File: src/rtl/io_pkg.sv
// Shared definitions for the memory-mapped output port bank: CTRL bit layout
// and the word-index extraction used by the address decoder.
package io_pkg;

  localparam int CTRL_AUTO   = 0;
  localparam int CTRL_COMMIT = 1;

  // Byte-address bits that select a 32-bit word inside the 256-byte I/O window.
  localparam logic [31:0] IO_WORD_MASK = 32'h0000_00FC;

  typedef logic [5:0] io_word_t;

  function automatic io_word_t io_word(input logic [31:0] byte_addr);
    return io_word_t'((byte_addr & IO_WORD_MASK) >> 2);
  endfunction

endpackage

File: src/rtl/io_port_reg.sv
// One double-buffered output port: byte-lane merged shadow register, live
// register loaded on commit or auto-write, and a one-cycle update pulse.
module io_port_reg #(
  parameter int DW = 32
) (
  input  logic            clk,
  input  logic            rst,
  input  logic            wr_en,
  input  logic [DW/8-1:0] be,
  input  logic [DW-1:0]   wdata,
  input  logic            auto_en,
  input  logic            commit,
  output logic [DW-1:0]   shadow,
  output logic [DW-1:0]   live,
  output logic            update
);

  logic [DW-1:0] shadow_q, shadow_d;
  logic [DW-1:0] live_q,   live_d;
  logic          update_q, update_d;
  logic [DW-1:0] lane_mask;
  logic [DW-1:0] merged;

  // NOTE: every variable gets a default at the top of always_comb so no path leaves it unassigned (no latch).
  always_comb begin
    lane_mask = '0;
    for (int k = 0; k < DW/8; k++) begin
      lane_mask[8*k +: 8] = {8{be[k]}};
    end
    merged   = (shadow_q & ~lane_mask) | (wdata & lane_mask);
    shadow_d = wr_en ? merged : shadow_q;

    live_d = live_q;
    // Commit samples the pre-write shadow; an auto-write on the same edge overrides it.
    if (commit)          live_d = shadow_q;
    if (wr_en && auto_en) live_d = merged;

    update_d = commit | (wr_en & auto_en);
  end

  // NOTE: sequential state uses non-blocking assignments so all flops update from pre-edge values.
  always_ff @(posedge clk or posedge rst) begin
    if (rst) begin
      shadow_q <= '0;
      live_q   <= '0;
      update_q <= 1'b0;
    end else begin
      shadow_q <= shadow_d;
      live_q   <= live_d;
      update_q <= update_d;
    end
  end

  assign shadow = shadow_q;
  assign live   = live_q;
  assign update = update_q;

endmodule

File: src/rtl/io_output_bank.sv
// Memory-mapped output port bank: NPORTS double-buffered DATA registers plus a
// CTRL word (AUTO mode, atomic COMMIT), with registered readback.
module io_output_bank
  import io_pkg::*;
#(
  parameter int          NPORTS    = 4,
  parameter int          DW        = 32,
  parameter logic [7:0]  BASE_ADDR = 8'h80
) (
  input  logic                 io_clk,
  input  logic                 reset,
  input  logic [31:0]          addr,
  input  logic [DW-1:0]        datain,
  input  logic [DW/8-1:0]      be,
  input  logic                 write_io_enable,
  input  logic                 read_io_enable,
  output logic [DW-1:0]        dataout,
  output logic [NPORTS*DW-1:0] out_ports,
  output logic [NPORTS-1:0]    out_update
);

  localparam io_word_t BASE_WORD = io_word({24'h0, BASE_ADDR});
  localparam io_word_t CTRL_WORD = io_word_t'(NPORTS);

  io_word_t        word_idx;
  logic            data_hit;
  logic            ctrl_hit;
  logic            ctrl_wr;
  logic [NPORTS-1:0] port_wr;
  logic [DW-1:0]   shadow [NPORTS];
  logic [DW-1:0]   rd_val;

  logic            auto_q,    auto_d;
  logic            pending_q, pending_d;
  logic [DW-1:0]   dataout_q, dataout_d;

  // Modular subtract: addresses below the base wrap to large indices and fall out as unmapped.
  always_comb begin
    word_idx = io_word(addr) - BASE_WORD;
    data_hit = (word_idx < CTRL_WORD);
    ctrl_hit = (word_idx == CTRL_WORD);
    ctrl_wr  = write_io_enable & ctrl_hit & be[0];
    for (int i = 0; i < NPORTS; i++) begin
      port_wr[i] = write_io_enable & data_hit & (word_idx == io_word_t'(i));
    end
  end

  always_comb begin
    auto_d    = ctrl_wr ? datain[CTRL_AUTO] : auto_q;
    // A pending commit always fires on the next edge, so pending only survives via a fresh request.
    pending_d = ctrl_wr & datain[CTRL_COMMIT];
  end

  always_comb begin
    rd_val = '0;
    if (ctrl_hit) begin
      rd_val[CTRL_AUTO]   = auto_q;
      rd_val[CTRL_COMMIT] = pending_q;
    end
    for (int i = 0; i < NPORTS; i++) begin
      if (data_hit && word_idx == io_word_t'(i)) rd_val = shadow[i];
    end
    dataout_d = read_io_enable ? rd_val : dataout_q;
  end

  always_ff @(posedge io_clk or posedge reset) begin
    if (reset) begin
      auto_q    <= 1'b0;
      pending_q <= 1'b0;
      dataout_q <= '0;
    end else begin
      auto_q    <= auto_d;
      pending_q <= pending_d;
      dataout_q <= dataout_d;
    end
  end

  for (genvar i = 0; i < NPORTS; i++) begin : g_port
    io_port_reg #(.DW(DW)) u_port (
      .clk     (io_clk),
      .rst     (reset),
      .wr_en   (port_wr[i]),
      .be      (be),
      .wdata   (datain),
      .auto_en (auto_q),
      .commit  (pending_q),
      .shadow  (shadow[i]),
      .live    (out_ports[i*DW +: DW]),
      .update  (out_update[i])
    );
  end

  assign dataout = dataout_q;

endmodule

File: config.mk
export PLATFORM = sky130hd
export DESIGN_NAME = io_output_bank
export DESIGN_NICKNAME = d
export VERILOG_FILES = /design/src/rtl/io_pkg.sv /design/src/rtl/io_port_reg.sv /design/src/rtl/io_output_bank.sv
export SDC_FILE = /design/constraint.sdc
export NUM_CORES = 1
export LEC_CHECK = 0
export CAP_MARGIN = 5
export CORE_MARGIN = 5
export CORE_UTILIZATION = 50
export CTS_CLUSTER_DIAMETER = 80
export CTS_CLUSTER_SIZE = 8
export DETAILED_ROUTE_END_ITERATION = 10
export GPL_ROUTABILITY_DRIVEN = 1
export HOLD_SLACK_MARGIN = 0.05
export PLACE_DENSITY = 0.75
export SYNTH_ARGS = -nofsm -noshare
export SYNTH_HDL_FRONTEND = slang
export SYNTH_SLANG_ARGS = --single-unit
File: constraint.sdc
create_clock -name io_clk -period 9.7 [get_ports io_clk]
set_input_delay 1.94 -clock io_clk [delete_from_list [all_inputs] [get_ports io_clk]]
set_output_delay 1.94 -clock io_clk [all_outputs]
set_load 0.005 [all_outputs]
## Yosys cells after proc, flatten, opt, wreduce, memory -nomap -nowiden

Cells that the tools add are included.

- Eq/ne operators: 4
- Divide/modulo/power cells: 0
- Multiplexer cells: 13
- $add $sub $neg: 1
- Bitwise logic cells: 26
- Order comparisons: 1
- Shifts and indexed selects: 0
- Multiply operators: 0
- Reductions and logical operators: 13

Operators by type and width:

| cell | number |
|---|---|
| 32-bit 2-to-1 mux | 12 |
| 32-bit bitwise AND | 5 |
| 32-bit OR | 4 |
| 32-bit NOT | 1 |
| 1-bit bitwise AND | 12 |
| 6-bit by 2-bit equality test with 1-bit output, second input constant | 2 |
| 1-bit logical AND | 8 |
| 2-bit nonzero test | 4 |
| 6-bit by 1-bit equality test with 1-bit output, second input constant | 1 |
| 6-bit by 3-bit equality test with 1-bit output, second input constant | 1 |
| 6-bit zero test | 1 |
| 6-bit by 3-bit less-than comparator with 1-bit output, second input constant | 1 |
| 6-bit subtractor, second input constant | 1 |
| 1-bit OR | 4 |
| 2-bit 2-to-1 mux | 1 |

- Memories: 0
- Logic and storage cells: 73
- Bits in latches: 0
- Bits in writable memories: 0
- Register bits: 294
- Bits in read-only memories: 0

## Logic depth before layout (Yosys ltp)

Gate-level depths: netlist of the first run.

- Depth after elaboration: 7
- Gate-level depth with buffers: 7
- Gate-level depth less buffers: 3

## Cells and area by module

From an unflattened synthesis of the first run, not the netlist that was laid out.

- Cell total of the unflattened synthesis: 966
- Area total of the unflattened synthesis: 13254.0 um^2

By module, submodules not included:

| module | instances | cells each | area each (um^2) |
|---|---|---|---|
| io_port_reg | 4 | 186 | 2688.8 |
| io_output_bank | 1 | 222 | 2498.6 |

## Least setup slack after synthesis of the first run

Ideal clock, no wire load.

- Path type: input-to-reg
- From: input port addr[6]
- To: register g_port[1].u_port.shadow_q[0]
- Arrival: 3477 ps
- Setup time: 125 ps
- Required time: 9575 ps
- Stages: 5
- Setup slack: 6098 ps
- Path through: or4b_1 > buf_2 > buf_6 > nor3_4 > mux2_2

- Longest elaborated chain between the ends: 4
- Elaborated cells between the ends (all ways): 5
- Classes of those cells: add/sub (1); order compare (1); eq/ne (1); bitwise (2)

RTL lines:

| element | RTL line | RTL |
|---|---|---|
| from (decl) | io_output_bank.sv:12 | `input logic [31:0] addr,` |
| 6-bit subtractor (*) | io_output_bank.sv:39 | `word_idx = io_word(addr) - BASE_WORD;` |
| 6-bit by 3-bit less-than comparator with 1-bit output | io_output_bank.sv:40 | `data_hit = (word_idx < CTRL_WORD);` |
| 1-bit bitwise AND | io_output_bank.sv:44 | `port_wr[i] = write_io_enable & data_hit & (word_idx == io_word_t'(i));` |
| 1-bit bitwise AND (*) | io_output_bank.sv:44 |  |
| to (signal assigned) | io_port_reg.sv:48 | `shadow_q <= shadow_d;` |
| to (decl) | io_port_reg.sv:18 | `logic [DW-1:0] shadow_q, shadow_d;` |

Every way passes the cells marked *; elsewhere a longest branch is shown, timed or not.
A chain may end at the register's enable or synchronous reset.

## Worst setup path after layout of the first run

- From: input port addr[4]
- To: register g_port[0].u_port.shadow_q[11]

- Longest elaborated chain between the ends: 4
- Elaborated cells between the ends (all ways): 5
- Classes of those cells: add/sub (1); order compare (1); bitwise (2); reduce/logical (1)

RTL lines:

| element | RTL line |
|---|---|
| 6-bit subtractor (*) | io_output_bank.sv:39 |
| 6-bit by 3-bit less-than comparator with 1-bit output | io_output_bank.sv:40 |
| 1-bit bitwise AND | io_output_bank.sv:44 |
| 1-bit bitwise AND (*) | io_output_bank.sv:44 |
| to (signal assigned) | io_port_reg.sv:48 |
| to (decl) | io_port_reg.sv:18 |

Marks and branches as above.

==> results of run 1 <==
[registers in the layout, summed over array words and instances (netlist names)]
register and cells:
auto_q 1, dataout 32, g_port.u_port.live 128, g_port.u_port.shadow 128, g_port.u_port.update 4, pending_q 1
[cells in the final DEF, fill, tap and decap left out, drive strengths merged, types with 2 or more instances in the layout]
cell / n
dfrtp: 294
nand2: 261
clkdlybuf4s50: 207
a22o: 158
nand2b: 132
mux2: 131
nor2b: 130
o211ai: 128
clkbuf: 47
and2: 33
mux4: 30
buf: 21
nor3: 14
a21o: 4
nand4: 4
inv: 3
nor2: 3
and4b: 2
nand3: 2
and3: 2
a211oi: 2
a21boi: 2
a41oi: 2
o41ai: 2
[cells in the mapped netlist, drive strengths merged, types with 3 or more instances]
library cell,instances,share of area
inv,5,0.0012
a22o,158,0.089
nor3,14,0.011
o211ai,128,0.062
nand2,261,0.063
a21o,4,0.0019
mux4,30,0.043
mux2,131,0.095
nor2,3,0.00072
clkbuf,94,0.023
and2,33,0.013
nand2b,132,0.053
nor2b,130,0.052
buf,32,0.010
dfrtp,294,0.47
nand4,4,0.0016
[worst reg2reg max path: stages, from the launching register on]
cell and delay (ns):
dfrtp_1 0.43, and4b_2 0.92, buf_4 0.50, a22o_1 0.21, nand2_1 0.06
[worst min path at each step]
stage | start | end | slack [ns] | cells past startpoint
after detailed placement | dataout[20] | dataout[20] | 0.50 | 1
after floorplan | dataout[10] | dataout[10] | 0.50 | 1
after global routing | dataout[19] | dataout[19] | 0.52 | 1
after global placement | dataout[28] | dataout[28] | 0.49 | 1
final | dataout[21] | dataout[21] | 0.51 | 1
after CTS | dataout[24] | dataout[24] | 0.51 | 1
[final cells by class]
type / instances / share of cell area
sequential: 294 / 0.387
timing repair buffer: 228 / 0.118
antenna: 1 / 0.000131
clock buffer: 47 / 0.0601
inverter: 5 / 0.00118
tap: 396 / 0.0260
multi-input combinational: 1047 / 0.407
[cells by family after synthesis]
group | Yosys count
and+or+nand+nor | 588
AOI/OAI and AO/OA | 298
DFF | 294
muxes | 161
buffers and inverters | 131
[power groups by stage]
stage	Clock [mW]	Sequential [mW]	Combinational [mW]
after floorplan	0	1.41	0.241
after global placement	0	1.43	0.437
after global routing	1.40	1.43	0.489
after detailed placement	0	1.43	0.448
final	1.32	1.41	0.446
after CTS	1.34	1.41	0.452
[layer usage]
metal | routed length [µm] | vias up | global-route usage
li1 | - | 5507 | -
met1 | 18700 | 6170 | 0.331
met2 | 20700 | 385 | 0.390
met3 | 2450 | 73 | 0.0437
met4 | 853 | 0 | 0.0594
met5 | 0 | - | 0
[stage by stage]
step                      instance area, µm²  worst slack, ns  instances  power (mW)
after global routing                   19000             4.47       2017        3.31
final                                  19000             4.67       2018        3.18
after detailed placement               17900             4.12       1970        1.88
after CTS                              19000             4.60       2017        3.21
after global placement                 17900             4.17       1970        1.87
after floorplan                        15600             3.86       1472        1.65
==> results.txt, run 1 <==
Worst-margin pin slew -> 1.10 ns
Crit Path Class -> input port to register
R2R Path End -> g_port[1].u_port.live[13]
Vias in the first global route -> 12200
Row cnt -> 64
DRT iter0 DRCs -> 959
GPL Wtd Cong -> 0.779
Die Wd -> 187 µm
CP Capture Type -> register
Setup Fix Bufs, Post-CTS -> 0
Max Clock Freq -> 0.199 GHz
FF+latch count, synth -> 294
Final TNS setup -> 0 ns
Via Count -> 12100
First-pass GRT wire length -> 68900 µm
Final min period -> 5.03 ns
Total grt overflow -> 0
Crit share post-route -> 0.519
CP Launch Type -> input port
Critical path, cell by cell -> clkdlybuf4s50_1, nor4b_4, buf_12, buf_4, nand4_1, mux2_2
Vias per inst -> 6.01
Area Growth Syn to Fin -> 21.9%
Worst Path Buf+Inv -> 3
VDD IR max -> 0.123 mV
Core Util, Final -> 0.621
Synth cell types -> 33
Multi-input combinational cell area -> 0.00775 mm²
XOR/XNOR Fraction of Synth Area -> 0
Hold_buf cts -> 0
Hold_ws -> 0.507 ns
Static Leakage -> 7.94 nW
Required @ worst endpoint -> 10.09 ns
RSZ-0062 raised after global routing -> no
Slowest-stage cell, CP -> buf_4
Top FF cell, synth -> dfrtp_1
Clock Root Buffer -> clkbuf_16
EDFF count, synth -> 0
Total iterations of the first detailed-routing run -> 5
Clock latency on the worst-skew pair -> 0.52 ns
Routed WL per cell -> 21.1 µm
CP peak stage delay -> 0.79 ns
Final ANT Viol Nets -> 0
Initial antenna violation count -> 0
Die Ht -> 187 µm
Post-synthesis async set-or-reset flop share -> 1.00
Cts bufs inserted -> 42
Core Region -> 0.0307 mm²
Worst Setup SP -> addr[4]
Ys Warns -> 0
Dpl hpwl -> 25200 µm
Die Area -> 0.0349 mm²
Outcome -> completed
Compound-Gate Fraction of Synth Area -> 0.156
Net Count, Synth -> 1544
CTS Buffer Depth -> 3
Post_cts resized -> 0
Syn Inst Count -> 1472
NetSw -> 0.777 mW
CP Max Fanout -> 188
Final Skew -> 0.0178 ns
Internal Power -> 2.40 mW
Fraction of layout cells with a size suffix above 1 -> 0.153
Initial Utilization -> 0.509
Clock Sinks -> 294
Gate power share -> 0.140
R2R setup slack -> 7.44 ns
Fillcell total -> 2478
Buffers added on ports -> 209
Drt total wl -> 42700 µm
CTS H-Tree Depth -> 2
Max-cap violations -> 0
Avg Synthesized Cell Area -> 10.6 µm²
Gr usage total -> 0.238
DRC -> 0
Final Hold Vio Count -> 0
Largest net degree at the start of global routing -> 189
CTS tree -> built
Flop pwr share -> 0.445
Post-synthesis simple-gate area fraction -> 0.200
Final setup fails -> 0
Reg area -> 0.00736 mm²
Fraction of the mapped netlist area in adder cells -> 0
Clock-pin slew on the worst setup and hold paths -> 0.05 ns
Hold Path Class -> register to register
Mux share of post-synthesis cell area -> 0.138
R2R cell count -> 4
Worst R2R Start -> auto_q
Main combinational cell family by area after synthesis -> simple AND/OR/NAND/NOR gates
Setup crit end -> g_port[0].u_port.shadow[11]
Slew headroom -> 0.265
Clock power share -> 0.415
Top Ports -> 236
Synth Cell Area -> 0.0156 mm²
PwrDens -> 167 mW/mm²
CP top delay family -> buffers and inverters
Max-slew violations -> 0
Worst EP arrival -> 5.42 ns
Sequential area share after synthesis -> 0.471
Cell count along the critical path -> 6
Nets -> 1690
Switching Share -> 0.245
Power figures use the tool's default switching activity.
==> run 2, diff against run 1 <==
clock period = 4.3 ns   (was 9.7 ns; I/O delays follow)
==> run 2 against run 1 <==
Compared with the run above: setup slack got worse by 3.2 ns; combinational power is 130% higher; non-clock buffer count increased by 19; largest cell class unchanged; design area rose by 1.0%; sequential power rose by 130%.
==> results.txt, run 2 (synthesis gave the netlist of run 1 again) <==
Outcome -> completed (unchanged)
Worst-margin pin slew -> 0.829 ns (was 1.10 ns)
Final min period -> 2.87 ns
Setup WS pre-CTS -> 0.925 ns (was 4.12 ns)
Fillcell total -> 2461 (was 2478)
Total grt overflow -> 0 (unchanged)
Area Growth Syn to Fin -> 23.2% (was 21.9%)
Final ANT Viol Nets -> 0 (unchanged)
Hold depth -> 1 (unchanged)
CP Launch Type -> input port (unchanged)
Required @ worst endpoint -> 4.69 ns (was 10.09 ns)
Most frequent cells in the layout -> dfrtp_1, nand2_1, clkdlybuf4s50_1, a22o_1, nand2b_1 (unchanged)
Top Ports -> 236 (unchanged)
VDD IR max -> 0.228 mV (was 0.123 mV)
Gr usage total -> 0.240 (was 0.238)
Final setup fails -> 0 (unchanged)
Die Wd -> 187 µm (unchanged)
Commonest non-fill, non-tap cell in the layout -> dfrtp_1 (unchanged)
RSZ-0062 raised after global routing -> no (unchanged)
Clock Root Buffer -> clkbuf_16 (unchanged)
Max-slew violations -> 0 (unchanged)
Vias in the first global route -> 12300 (was 12200)
Cts bufs inserted -> 42 (unchanged)
Clock Sinks -> 294 (unchanged)
Static Leakage -> 8.05 nW (was 7.94 nW)
Vias per inst -> 5.97 (was 6.01)
Core Region -> 0.0307 mm² (unchanged)
Final Skew -> 0.0142 ns (was 0.0178 ns)
Worst EP arrival -> 3.26 ns (was 5.42 ns)
Post_cts resized -> 0 (unchanged)
Fraction of layout cells with a size suffix above 1 -> 0.162 (was 0.153)
Die Area -> 0.0349 mm² (unchanged)
PwrDens -> 370 mW/mm² (was 167 mW/mm²)
Clock latency on the worst-skew pair -> 0.52 ns (about the same)
CP peak stage delay -> 0.61 ns (was 0.79 ns)
Row cnt -> 64 (unchanged)
Slew headroom -> 0.448 (was 0.265)
Initial Utilization -> 0.509 (unchanged)
Nets -> 1709 (was 1690)
Hold Path Class -> register to register (unchanged)
Setup slack after layout -> 1.43 ns (was 4.67 ns)
CTS H-Tree Depth -> 2 (unchanged)
Crit Path Class -> input port to register (unchanged)
Routed WL per cell -> 20.9 µm (was 21.1 µm)
Final Hold Vio Count -> 0 (unchanged)
Drt total wl -> 42500 µm (was 42700 µm)
Max-cap violations -> 0 (unchanged)
Crit path top cell by count -> buf_4
CP Max Fanout -> 61 (was 188)
Clock-pin slew on the worst setup and hold paths -> 0.05 ns (about the same)
Die Ht -> 187 µm (unchanged)
Critical path, cell by cell -> clkdlybuf4s50_1, nor4b_4, buf_4, nand4_1, buf_4, mux2_2 (was clkdlybuf4s50_1, nor4b_4, buf_12, buf_4, nand4_1, mux2_2)
Placed Instances -> 1989 (was 1970)
R2R cell count -> 3 (was 4)
CP Capture Type -> register (unchanged)
Non-filler cells, final -> 2035 (was 2018)
Largest net degree at the start of global routing -> 119 (was 189)
Slowest-stage cell, CP -> buf_4 (unchanged)
DRC -> 0 (unchanged)
CTS tree -> built (unchanged)
Max Clock Freq -> 0.348 GHz
Diode count -> 0 (was 1)
GPL Wtd Cong -> 0.795 (was 0.779)
DRT iter0 DRCs -> 898 (was 959)
Total iterations of the first detailed-routing run -> 5 (unchanged)
Hold_buf cts -> 0 (unchanged)
Initial antenna violation count -> 1 (was 0)
Crit share post-route -> 0.668
First-pass GRT wire length -> 69300 µm (was 68900 µm)
CTS Buffer Depth -> 3 (unchanged)
Setup Fix Bufs, Post-CTS -> 0 (unchanged)
Buffers added on ports -> 209 (unchanged)
Via Count -> 12200 (was 12100)
Dpl hpwl -> 26800 µm (was 25200 µm)
-- run 2: layout make-up --
class                   count  area, µm²  share of cell area
clock buffers              45       1090              0.0569
clock inverters             1       8.76            0.000455
inverters                   5       22.5             0.00117
multi-input cells        1047       7750               0.403
flip-flops and latches    294       7360               0.383
well taps                 396        495              0.0258
repair buffers            247       2490               0.130
-- run 2: layer usage --
layer,share of wire,vias up,global-route usage
met4,0.020,2,0.0589
met1,0.44,6131,0.334
met2,0.48,405,0.387
li1,-,5556,-
met5,0.00031,-,0
met3,0.064,63,0.0510
-- run 2: final timing paths --
check,from,end,slack [ns]
worst max-delay path,addr[4],g_port[0].u_port.shadow[19],1.43
worst min-delay path,dataout[27],dataout[27],0.50
worst max register to register,pending_q,dataout[1],2.14
worst min register to register,dataout[27],dataout[27],0.50
max in group asynchronous,reset,g_port[1].u_port.live[17],2.45
min in group asynchronous,reset,g_port[0].u_port.shadow[30],0.83
-- run 2: critical path: cells and delay by family --
family,cells,cell delay [ns]
buffers and inverters,3,1.42
and+or+nand+nor,2,0.71
muxes,1,0.28
-- run 2: power breakdown --
group | internal [mW] | leakage (nW) | switching, mW
Combinational | 0.584 | 4.03 | 0.433
Clock | 1.77 | 0.543 | 1.14
Sequential | 3.00 | 3.47 | 0.189
-- run 2: metrics by stage --
| stage | instance area [µm²] | hold slack (ns) | total power [mW] | utilization | setup TNS [ns] |
|---|---|---|---|---|---|
| floorplan | 15600 | 0.503 | 3.73 | - | -136.16 |
| global placement | 18100 | 0.494 | 4.23 | 0.591 | 0 |
| detailed placement | 18100 | 0.497 | 4.25 | 0.591 | 0 |
| CTS | 19200 | 0.508 | 7.18 | 0.627 | 0 |
| global route | 19200 | 0.520 | 7.41 | 0.627 | 0 |
| finish | 19200 | 0.503 | 7.11 | 0.627 | 0 |
==> run 3, diff against run 2 <==
CORE_UTILIZATION = 55   (was 50)
PLACE_DENSITY = 0.78   (was 0.75)
clock period = 2.9 ns   (was 4.3 ns; I/O delays follow)
==> run 3 against run 2 <==
Compared with the run above: clock skew about the same; register-to-register slack got worse by 0.84 ns; critical path depth unchanged; sequential share of layout area decreased by 0.56 points; routed wire length increased by 0.66%; critical endpoint is now g_port[2].u_port.shadow[15]; largest cell class unchanged; highest routed layer is now met4.
==> results.txt, run 3 (synthesis gave the netlist of run 1 again) <==
Max-cap violations -> 0 (unchanged)
Buffers added on ports -> 209 (unchanged)
Row cnt -> 61 (was 64)
Power, Total -> 10.6 mW (was 7.11 mW)
Hold_ws -> 0.503 ns (about the same)
RSZ-0062 raised after global routing -> no (unchanged)
Hold_buf cts -> 0 (unchanged)
Clock-pin slew on the worst setup and hold paths -> 0.05 ns (about the same)
CTS tree -> built (unchanged)
Vias per inst -> 6.08 (was 5.97)
Gr usage total -> 0.271 (was 0.240)
PwrDens -> 542 mW/mm² (was 370 mW/mm²)
Clock Sinks -> 294 (unchanged)
Most frequent cells in the layout -> dfrtp_1, nand2_1, clkdlybuf4s50_1, a22o_1, nand2b_1 (unchanged)
Required @ worst endpoint -> 3.29 ns (was 4.69 ns)
Crit share post-route -> 0.770
Via Count -> 12400 (was 12200)
Setup slack after layout -> 0.666 ns (was 1.43 ns)
Top Ports -> 236 (unchanged)
Core Region -> 0.0279 mm² (was 0.0307 mm²)
Worst-margin pin slew -> 0.727 ns (was 0.829 ns)
Initial Utilization -> 0.559 (was 0.509)
Critical path, cell by cell -> clkdlybuf4s50_1, or4b_1, buf_12, nor3_2, buf_4, mux2_2 (was clkdlybuf4s50_1, nor4b_4, buf_4, nand4_1, buf_4, mux2_2)
Worst EP arrival -> 2.62 ns (was 3.26 ns)
Outcome -> completed (unchanged)
Routed WL per cell -> 21.0 µm (was 20.9 µm)
Area Growth Syn to Fin -> 25.0% (was 23.2%)
CP peak stage delay -> 0.60 ns (was 0.61 ns)
GPL Wtd Cong -> 0.820 (was 0.795)
Post_cts resized -> 0 (unchanged)
Fraction of layout cells with a size suffix above 1 -> 0.174 (was 0.162)
Fillcell total -> 2127 (was 2461)
CP Launch Type -> input port (unchanged)
DRC -> 0 (unchanged)
Total grt overflow -> 0 (unchanged)
Clock latency on the worst-skew pair -> 0.52 ns (about the same)
Clock Root Buffer -> clkbuf_16 (unchanged)
CTS Buffer Depth -> 3 (unchanged)
Final min period -> 2.23 ns
Final ANT Viol Nets -> 0 (unchanged)
Final Skew -> 0.0145 ns (was 0.0142 ns)
Final Hold Vio Count -> 0 (unchanged)
Drt total wl -> 42800 µm (was 42500 µm)
Largest net degree at the start of global routing -> 86 (was 119)
Hold Path Class -> register to register (unchanged)
Slowest-stage cell, CP -> or4b_1 (was buf_4)
CP Max Fanout -> 15 (was 61)
CTS H-Tree Depth -> 2 (unchanged)
CP Capture Type -> register (unchanged)
VDD IR max -> 0.396 mV (was 0.228 mV)
Crit Path Class -> input port to register (unchanged)
Static Leakage -> 8.20 nW (was 8.05 nW)
Final setup fails -> 0 (unchanged)
First-pass GRT wire length -> 68900 µm (was 69300 µm)
Die Area -> 0.0318 mm² (was 0.0349 mm²)
Max-slew violations -> 0 (unchanged)
Commonest non-fill, non-tap cell in the layout -> dfrtp_1 (unchanged)
Vias in the first global route -> 12600 (was 12300)
Cts bufs inserted -> 42 (unchanged)
Slew headroom -> 0.515 (was 0.448)
Setup Fix Bufs, Post-CTS -> 0 (unchanged)
Initial antenna violation count -> 0 (was 1)
Total iterations of the first detailed-routing run -> 4 (was 5)
DRT iter0 DRCs -> 918 (was 898)
Dpl hpwl -> 27500 µm (was 26800 µm)
Setup WS pre-CTS -> 0.148 ns (was 0.925 ns)
Nets -> 1732 (was 1709)
Max Clock Freq -> 0.448 GHz
Diode count -> 0 (unchanged)
Die Wd -> 178 µm (was 187 µm)
Die Ht -> 178 µm (was 187 µm)
[run 3: final cells by class]
type	instances	area (µm²)	area share
flip-flops and latches	294	7360	0.377
multi-input cells	1047	7750	0.397
clock inverters	1	8.76	0.000449
repair buffers	270	2810	0.144
clock buffers	45	1090	0.0560
inverters	5	22.5	0.00115
well taps	378	473	0.0242
[run 3: per-layer routing]
| metal | track usage | wire length, µm |
|---|---|---|
| met1 | 0.372 | 18100 |
| met5 | 0 | 0 |
| met3 | 0.0422 | 2730 |
| met4 | 0.0742 | 908 |
| met2 | 0.451 | 21100 |
[run 3: path summary, 6_finish.rpt]
path | from | end | slack [ns] | depth (start not counted)
worst max-delay path | addr[6] | g_port[2].u_port.shadow[15] | 0.67 | 6
worst min-delay path | dataout[30] | dataout[30] | 0.50 | 1
worst max register to register | pending_q | g_port[1].u_port.live[21] | 1.30 | 4
worst min register to register | dataout[30] | dataout[30] | 0.50 | 1
max in group asynchronous | reset | g_port[3].u_port.live[11] | 1.61 | 3
min in group asynchronous | reset | g_port[1].u_port.live[29] | 0.53 | 2
[run 3: critical path, delay by kind of cell]
kind | cells | cell delay, ns
buffers and inverters | 3 | 0.89
muxes | 1 | 0.36
and+or+nand+nor | 2 | 0.78
[run 3: through the flow]
stage / std cells / instance area, µm² / utilization / TNS, ns
finish: 2040 / 19500 / 0.699 / 0
global route: 2040 / 19500 / 0.699 / 0
CTS: 2040 / 19500 / 0.699 / 0
detailed placement: 1994 / 18400 / 0.659 / 0
global placement: 1994 / 18400 / 0.659 / 0
floorplan: 1472 / 15600 / - / -465.44
[run 3: power by group]
part	switching (mW)	internal [mW]	leakage [nW]	total, mW
Combinational	0.650	0.876	4.18	1.53
Sequential	0.285	4.45	3.47	4.74
Clock	1.69	2.62	0.543	4.31
